## config.mk

```make
export PLATFORM = sky130hd
export DESIGN_NAME = fruit_sprite_arbiter
export DESIGN_NICKNAME = d
export VERILOG_FILES = /design/src/rtl/fruit_sprite_arbiter.sv
export SDC_FILE = /design/constraint.sdc
export NUM_CORES = 1
export LEC_CHECK = 0
export ABC_AREA = 1
export BUFFER_PORTS_ARGS = -buffer_cell sky130_fd_sc_hd__buf_2
export CORE_MARGIN = 2
export CORE_UTILIZATION = 55
export CTS_CLUSTER_SIZE = 28
export DETAILED_ROUTE_END_ITERATION = 16
export PLACE_DENSITY_LB_ADDON = 0.08
export SYNTH_ARGS = -nofsm -noshare
export SYNTH_HDL_FRONTEND = slang
export SYNTH_SLANG_ARGS = --single-unit
```

## constraint.sdc

```tcl
create_clock -name clk -period 9 [get_ports clk]
set_input_delay 1.8 -clock clk [delete_from_list [all_inputs] [get_ports clk]]
set_output_delay 1.8 -clock clk [all_outputs]
set_load 0.005 [all_outputs]
```

## src/rtl/fruit_sprite_arbiter.sv

```systemverilog
// fruit_sprite_arbiter
// Shares one 50x50 sprite image/palette ROM pair between several fruit objects.
// On every pixel it picks the lowest-index enabled sprite that covers (x,y),
// issues the ROM address and fruit select, carries hit/valid tags alongside the
// ROM read latency, and applies colour-key transparency at the output.
// Sprite positions and enables are held in shadow registers that are reloaded
// only on frame_start, so an object never tears mid-frame.
// Optional build macro: FRUIT_SPRITE_OVERLAP_EN adds sticky per-sprite
// overlap_flags for blade/fruit collision logic.

module fruit_sprite_arbiter #(
    parameter int          NUM_SPRITES       = 4,
    parameter int          SPRITE_W          = 50,
    parameter int          SPRITE_H          = 50,
    parameter int          ROM_LATENCY       = 2,
    parameter logic [11:0] TRANSPARENT_COLOR = 12'h0F0,
    parameter int          ADDR_W            = $clog2(SPRITE_W * SPRITE_H) + 1,
    localparam int         SEL_W             = (NUM_SPRITES > 1) ? $clog2(NUM_SPRITES) : 1
) (
    input  logic                      clk,
    input  logic                      reset_n,
    input  logic [9:0]                x,
    input  logic [8:0]                y,
    input  logic                      pix_valid,
    input  logic                      frame_start,
    input  logic [10*NUM_SPRITES-1:0] sprite_x,
    input  logic [9*NUM_SPRITES-1:0]  sprite_y,
    input  logic [NUM_SPRITES-1:0]    sprite_en,
    output logic [ADDR_W-1:0]         rom_addr,
    output logic [SEL_W-1:0]          rom_sel,
    input  logic [11:0]               rom_data,
    output logic [11:0]               pix_out,
    output logic                      pix_hit,
`ifdef FRUIT_SPRITE_OVERLAP_EN
    output logic [NUM_SPRITES-1:0]    overlap_flags,
`endif
    output logic                      pix_out_valid
);

    // ------------------------------------------------------------------
    // Shadow copies of the per-frame sprite placement
    // ------------------------------------------------------------------
    logic [9:0]             r_sx [NUM_SPRITES];
    logic [8:0]             r_sy [NUM_SPRITES];
    logic [NUM_SPRITES-1:0] r_en;

    // Reload shadows at the start of vertical blank; hold them otherwise.
    always_ff @(posedge clk or negedge reset_n) begin
        if (!reset_n) begin
            // NOTE: these per-sprite arrays are a handful of flops, not a RAM,
            // so they are reset; clearing r_en is what keeps sprites hidden
            // until the first frame_start.
            for (int i = 0; i < NUM_SPRITES; i++) begin
                r_sx[i] <= '0;
                r_sy[i] <= '0;
            end
            r_en <= '0;
        end else if (frame_start) begin
            // NOTE: non-blocking assignment, so a pixel in this same cycle
            // still sees the old placement.
            for (int i = 0; i < NUM_SPRITES; i++) begin
                r_sx[i] <= sprite_x[10*i +: 10];
                r_sy[i] <= sprite_y[9*i +: 9];
            end
            r_en <= sprite_en;
        end
    end

    // ------------------------------------------------------------------
    // Coverage test and priority select
    // ------------------------------------------------------------------
    logic [NUM_SPRITES-1:0] w_cover;
    logic                   w_any;
    logic [SEL_W-1:0]       w_sel;
    logic [9:0]             w_dx;
    logic [8:0]             w_dy;
    logic [ADDR_W-1:0]      w_addr;

    // Per-sprite bounding-box test in widened arithmetic so boxes that run
    // past the right/bottom screen edge never wrap back to small coordinates.
    always_comb begin
        // NOTE: default first so every path assigns w_cover and no latch forms.
        w_cover = '0;
        for (int i = 0; i < NUM_SPRITES; i++) begin
            w_cover[i] = r_en[i]
                && ({1'b0, x} >= {1'b0, r_sx[i]})
                && ({1'b0, x} <  ({1'b0, r_sx[i]} + 11'(SPRITE_W)))
                && ({1'b0, y} >= {1'b0, r_sy[i]})
                && ({1'b0, y} <  ({1'b0, r_sy[i]} + 10'(SPRITE_H)));
        end
    end

    // Lowest index wins: scan downward so the last match written is index 0.
    always_comb begin
        w_sel = '0;
        for (int i = NUM_SPRITES - 1; i >= 0; i--) begin
            if (w_cover[i]) begin
                w_sel = SEL_W'(i);
            end
        end
    end

    assign w_any = |w_cover;

    // Sprite-local offset of the pixel and the row-major ROM address.
    always_comb begin
        w_dx   = x - r_sx[w_sel];
        w_dy   = y - r_sy[w_sel];
        w_addr = ADDR_W'(w_dx) + ADDR_W'(SPRITE_W) * ADDR_W'(w_dy);
        if (!w_any) begin
            w_addr = '0;
        end
    end

    // ------------------------------------------------------------------
    // Stage 1: ROM request plus hit/valid tags
    // ------------------------------------------------------------------
    logic [ADDR_W-1:0] r_rom_addr;
    logic [SEL_W-1:0]  r_rom_sel;
    logic              r_hit1;
    logic              r_v1;

    // Register the ROM address/select and the tags for the issued pixel.
    always_ff @(posedge clk or negedge reset_n) begin
        if (!reset_n) begin
            r_rom_addr <= '0;
            r_rom_sel  <= '0;
            r_hit1     <= 1'b0;
            r_v1       <= 1'b0;
        end else begin
            r_rom_addr <= w_addr;
            r_rom_sel  <= w_sel;
            r_hit1     <= pix_valid && w_any;
            r_v1       <= pix_valid;
        end
    end

    assign rom_addr = r_rom_addr;
    assign rom_sel  = r_rom_sel;

    // ------------------------------------------------------------------
    // Tag delay line matching the ROM read latency
    // ------------------------------------------------------------------
    logic [ROM_LATENCY-1:0] r_hit_pipe;
    logic [ROM_LATENCY-1:0] r_v_pipe;

    // Shift tags every cycle; the pipeline never stalls.
    always_ff @(posedge clk or negedge reset_n) begin
        if (!reset_n) begin
            r_hit_pipe <= '0;
            r_v_pipe   <= '0;
        end else begin
            r_hit_pipe[0] <= r_hit1;
            r_v_pipe[0]   <= r_v1;
            for (int i = 1; i < ROM_LATENCY; i++) begin
                r_hit_pipe[i] <= r_hit_pipe[i-1];
                r_v_pipe[i]   <= r_v_pipe[i-1];
            end
        end
    end

    // ------------------------------------------------------------------
    // Output: colour-key transparency on the returning ROM data
    // ------------------------------------------------------------------
    logic w_hit_d;
    logic w_v_d;

    assign w_hit_d       = r_hit_pipe[ROM_LATENCY-1];
    assign w_v_d         = r_v_pipe[ROM_LATENCY-1];
    assign pix_out_valid = w_v_d;
    assign pix_hit       = w_hit_d && (rom_data != TRANSPARENT_COLOR);
    assign pix_out       = pix_hit ? rom_data : 12'h000;

`ifdef FRUIT_SPRITE_OVERLAP_EN
    // ------------------------------------------------------------------
    // Sticky overlap flags for collision logic
    // ------------------------------------------------------------------
    logic                   w_multi;
    logic [NUM_SPRITES-1:0] r_overlap;

    // Two or more sprites cover this pixel when clearing the lowest set
    // cover bit still leaves something behind.
    assign w_multi = |(w_cover & (w_cover - NUM_SPRITES'(1)));

    // Clear on frame_start, but a set in the same cycle takes priority.
    always_ff @(posedge clk or negedge reset_n) begin
        if (!reset_n) begin
            r_overlap <= '0;
        end else begin
            for (int i = 0; i < NUM_SPRITES; i++) begin
                if (pix_valid && w_multi && w_cover[i]) begin
                    r_overlap[i] <= 1'b1;
                end else if (frame_start) begin
                    r_overlap[i] <= 1'b0;
                end
            end
        end
    end

    assign overlap_flags = r_overlap;
`endif

endmodule

```

Yosys cells after proc, flatten, opt, wreduce, memory -nomap -nowiden
Index checks and enable logic that the tools add are counted.

Register bits: 101. Latch bits: 0. Bits in writable memories: 0. Memory bits (read-only): 0. Input port bits: 115. Output and inout bits: 29. Logic and storage cells: 77. Memories kept: 0.

$add $sub $neg: 11. $mul: 1. Divide/modulo/power cells: 0. $lt $le $gt $ge: 17. Equality and inequality tests: 1. Shift-type cells: 0. Muxes and demuxes: 12. Bitwise logic cells: 1. Reduce and logical (&&, ||, !) cells: 19.

Operators with widths (number): $add A10 B6 Y11 const B (4); $lt A10 B11 Y1 (4); $add A9 B6 Y10 const B (4); $ge A10 B10 Y1 (4); $lt A9 B10 Y1 (4); $ge A9 B9 Y1 (4); $bmux W10 S2 (1); $mux W10 (2); $bmux W9 S2 (1); $logic_and A1 B1 Y1 (18); $mux W9 (2); $add A10 B13 Y13 (1); $mux W13 (1); $mul A5 B9 Y12 const A (1); $mux W12 (1); $ne A12 B8 Y1 const B (1); $sub A10 B10 Y10 (1); $sub A9 B9 Y9 (1); $mux W2 (4); $reduce_or A4 Y1 (1); $ge A3 B3 Y1 const B (1); $not A2 Y3 (1).

Depth between registers and ports, before layout
Depth in word-level cells: 17. Mapped depth: 50. Depth with buffers taken out: 49.

Worst setup path before layout
OpenSTA, ideal clock, no wires.

Path kind: input -> register. Start point: input port y[6]. End point: register r_rom_addr[12] (netlist: rom_addr[12]). Setup time: 0.119 ns. Arrival time: 7.109 ns. Data required time: 8.881 ns. Path slack: 1.772 ns. Cell stages on the path: 35. Path buffers: 1. Cell sequence: ha_1 > nand2_1 > nor2_1 > nand2_1 > o211ai_1 > nor2_1 > nor2_1 > nand3_2 > nand3_2 > clkbuf_1 > a21oi_1 > o21ai_1 > o21ai_1 > ha_1 > fa_1 > o21ai_1 > xor2_1 > inv_1 > ha_1 > ha_1 > inv_1 > fa_1 > inv_1 > ha_1 > a21oi_1 > and2_1 > xor2_1 > inv_1 > ha_1 > a21oi_1 > inv_1 > nand2_1 > nor2_1 > a21oi_1 > nor2_1.

Word-level cells in the longest chain between the ends: 15. Elaborated cells between the ends (all ways): 33. Classes of those cells: add/sub: 3; mul: 1; order compare: 8; mux: 11; bitwise: 1; reduce/logical: 9.

RTL lines: from (decl) (RTL line 23) `input logic [8:0] y,`; $ge A9 B9 Y1 (RTL line 88) `&& ({1'b0, y} >= {1'b0, r_sy[i]})`; $logic_and A1 B1 Y1 (RTL line 88); $logic_and A1 B1 Y1 (RTL line 89) `&& ({1'b0, y} < ({1'b0, r_sy[i]} + 10'(SPRITE_H)));`; $mux W2 (4 in series) (RTL line 97) `if (w_cover[i]) begin`; $not A2 Y3 (not written as such) (RTL line 107, 108); $bmux W9 S2 (RTL line 108) `w_dy = y - r_sy[w_sel];`; $mux W9 (not written as such) (2 in series) (RTL line 108); $sub A9 B9 Y9 (RTL line 108); $mul A5 B9 Y12 (RTL line 109) `w_addr = ADDR_W'(w_dx) + ADDR_W'(SPRITE_W) * ADDR_W'(w_dy);`; $add A10 B13 Y13 (RTL line 109); $mux W13 * (RTL line 110) `if (!w_any) begin`; via w_addr[12] (RTL line 77) `logic [ADDR_W-1:0] w_addr;`; to (signal assigned) (RTL line 131) `r_rom_addr <= w_addr;`; to (decl) (RTL line 118) `logic [ADDR_W-1:0] r_rom_addr;`.

Mark *: on every way through the listed nets, which the timed path passes. The rest lies on a longest branch. The select of a mux whose other input is x is not followed. A chain may end at the register's enable or synchronous reset.

Final worst setup path
Start point: input port y[7]. End point: register r_rom_addr[12] (netlist: rom_addr[12]).

Same word-level chain as after synthesis.

==> reports/results.ini <==
[status]
status = completed

[pwr]
p_sw_mw = 1.60
intPower_mw = 1.66
p_total_mw = 3.26
powerDensity_mw_per_mm2 = 283
p_leak_nw = 6.31
p_sw_frac = 0.491
seqPwrFrac = 0.166
ir_drop_uv = 287
combPwrFrac = 0.716
clkPwrFrac = 0.118

[sta]
maxSlewViolCount = 0
setup_viol = 0
fin_tns_setup_ns = 0
min_period_over_period = 0.862
max_freq_mhz = 129
hold_viol_final = 0
fin_skew_ns = 0.0118
worstMarginPinSlew_ns = 0.906
rsz0062_at_grt = no
slew_headroom = 0.396
min_period_ns = 7.75

[floorplanning]
die_w_um = 141
io_pins = 144
die-area_sq_mm = 0.0199
row_count = 50
coreArea_sq_mm = 0.0186
die_h_um = 141
start_util = 0.556

[worst_setup_path]
cp_slowest_stage_delay_ns = 0.52
cpMostUsedCell = nand2_1
r2r_end = rom_addr[12]
crit_path_max_fanout = 29
critPathKind = in -> reg
critPathSlowestCell = fa_1
start_kind = input pin
cp.arrival_ns = 8.01
rrSetupSlack_ns = 1.92
setup.worst_path.start = y[7]
required_ns = 9.26
endpoint = rom_addr[12]
worstReg2RegStart = r_sx[1]
r2r_cells = 43
worstSetupEndpointType = flop

[layout]
seq_area_sq_mm = 0.00253
syn_to_final_growth_pct = 11.7
fillers = 1696
antenna_cells = 0
final_cell_mix = nand2_1 (295), ha_1 (203), inv_1 (190)
multi_input_area_sq_mm = 0.00696
drive_above_1_share = 0.124
layout_commonest_cell = nand2_1
stdcell_count = 1752
final_nets = 1838
utilization = 0.621

[routing]
wire_per_inst_um = 14.8
drc_errors = 0
ant_nets = 0
vias = 9321
drt_first_pass_iters = 7
drt_iter0_markers = 454
via_per_inst = 5.32
routed_wirelength_um = 26000

[clock_network]
clock_latency_ns = 0.36
cts_hold_buf = 0
cts_root_buf = clkbuf_16
clkSinkCount = 101
cts_tree = yes
cts_inserted_buffers = 9
cts_setup_buffers = 0
path_clk_slew_ns = 0.08
htree_levels = 3
cts_buffer_depth = 2
cts_resized = 0

[synth]
syn-cell-area_sq_mm = 0.0103
yosys_warnings = 0
syn_area_per_cell_sq_um = 7.48
synth_cells = 1380
synth_edf_count = 0
ys_seq_area_frac = 0.245
synth_seq_cells = 101
ys.flop_type = dfrtp_1
syn_nets = 1705
synth.distinct_cells = 37
ys_async_sr_fraction = 1.00

[grt]
grt_pass1_vias = 8662
antenna_found_initial = 0
gr-total-overflow = 0
grt_util_all_layers = 0.267
grt_pass1_wl_um = 42100
grt_max_degree = 92

[place]
port_buffers = 143
dp.cells = 1736
place_congestion = 0.918
hpwl_um = 20900

[hold_path]
hp-class = reg -> reg

[job]
drv_cap = 0

[final cells by class]
cell class / instances / share of cell area
timing repair buffer: 149 / 0.0664
sequential: 101 / 0.219
clock buffer: 11 / 0.0202
multi-input combinational: 1059 / 0.603
tap: 234 / 0.0254
clock inverter: 5 / 0.00304
inverter: 193 / 0.0629
[flip-flops by register name, summed over array words and instances, names as in the netlist]
| name | count |
|---|---|
| r_hit_pipe | 2 |
| r_sy | 36 |
| rom_sel | 2 |
| r_hit1 | 1 |
| r_v_pipe | 2 |
| r_en | 4 |
| r_v1 | 1 |
| r_sx | 40 |
| rom_addr | 13 |
[how the worst min path moves through the flow]
stage,from,endpoint,depth (start not counted)
finish,r_hit_pipe[0],r_hit_pipe[1],0
floorplan,r_hit1,r_hit_pipe[0],0
CTS,r_hit1,r_hit_pipe[0],0
detailed placement,r_hit1,r_hit_pipe[0],0
global route,r_v1,r_v_pipe[0],0
global placement,r_v1,r_v_pipe[0],0
[critical path: cells and delay by family]
| kind | cells | cell delay, ns |
|---|---|---|
| XOR/XNOR | 1 | 0.14 |
| AND/OR/NAND/NOR | 18 | 1.92 |
| AO/OA/AOI/OAI | 8 | 1.27 |
| buffers and inverters | 7 | 0.77 |
| adder cells (fa/ha/maj) | 6 | 2.09 |
[cell usage after synthesis (2+ instances only)]
master | instances | share of area
o21ai_2 | 2 | 0.0017
clkbuf_1 | 19 | 0.0069
nor2_1 | 105 | 0.038
o22ai_1 | 2 | 0.0012
a22oi_1 | 13 | 0.0094
buf_4 | 2 | 0.0015
inv_2 | 2 | 0.00073
a21oi_1 | 112 | 0.054
mux2_2 | 10 | 0.011
o21ai_1 | 9 | 0.0044
nand3b_1 | 8 | 0.0058
o21ai_0 | 98 | 0.047
a21o_1 | 6 | 0.0044
xnor2_1 | 17 | 0.014
o21bai_1 | 8 | 0.0058
buf_2 | 6 | 0.0029
dfrtp_1 | 101 | 0.24
nor3_1 | 6 | 0.0029
xor2_1 | 56 | 0.047
nand3_1 | 54 | 0.026
nand2_2 | 4 | 0.0024
a31oi_1 | 2 | 0.0012
o211ai_1 | 3 | 0.0022
fa_1 | 7 | 0.014
nand3_2 | 4 | 0.0039
nand2_1 | 295 | 0.11
o21a_1 | 7 | 0.0051
inv_1 | 190 | 0.069
nor3b_1 | 2 | 0.0015
nand4_1 | 21 | 0.013
ha_1 | 203 | 0.25
[metal layers]
metal	track usage	routed length (um)	vias up
li1	-	-	4833
met1	0.389	12900	4249
met3	0.0367	1240	27
met5	0	0	-
met4	0.0516	372	0
met2	0.428	11500	212
[metrics by stage]
step / setup WS [ns] / cell area, sq um / hold slack (ns)
3_3_place_gp: 1.06 / 11300 / 0.332
2_1_floorplan: 1.77 / 10300 / 0.331
5_1_grt: 0.607 / 11500 / 0.359
4_1_cts: 1.29 / 11500 / 0.352
6_report: 1.25 / 11500 / 0.349
3_5_place_dp: 0.898 / 11300 / 0.336
[power groups by stage]
stage	sequential [mW]	clock, mW	combinational [mW]
2_1_floorplan	0.544	0	1.86
3_3_place_gp	0.550	0	2.28
3_5_place_dp	0.551	0	2.33
4_1_cts	0.542	0.391	2.35
5_1_grt	0.549	0.404	2.78
6_report	0.543	0.385	2.34
[kinds of logic (layout without fill, tap and decap cells)]
family | Yosys count | in the layout | synth area share
buffers and inverters | 220 | 358 | 0.0815
adders and majority gates | 210 | 210 | 0.260
muxes | 10 | 10 | 0.0109
xor gates and xnor gates | 73 | 73 | 0.0619
and+or+nand+nor | 504 | 504 | 0.204
DFF | 101 | 101 | 0.245
AOI/OAI and AO/OA | 262 | 262 | 0.137
(Power assumes the default switching activity.)
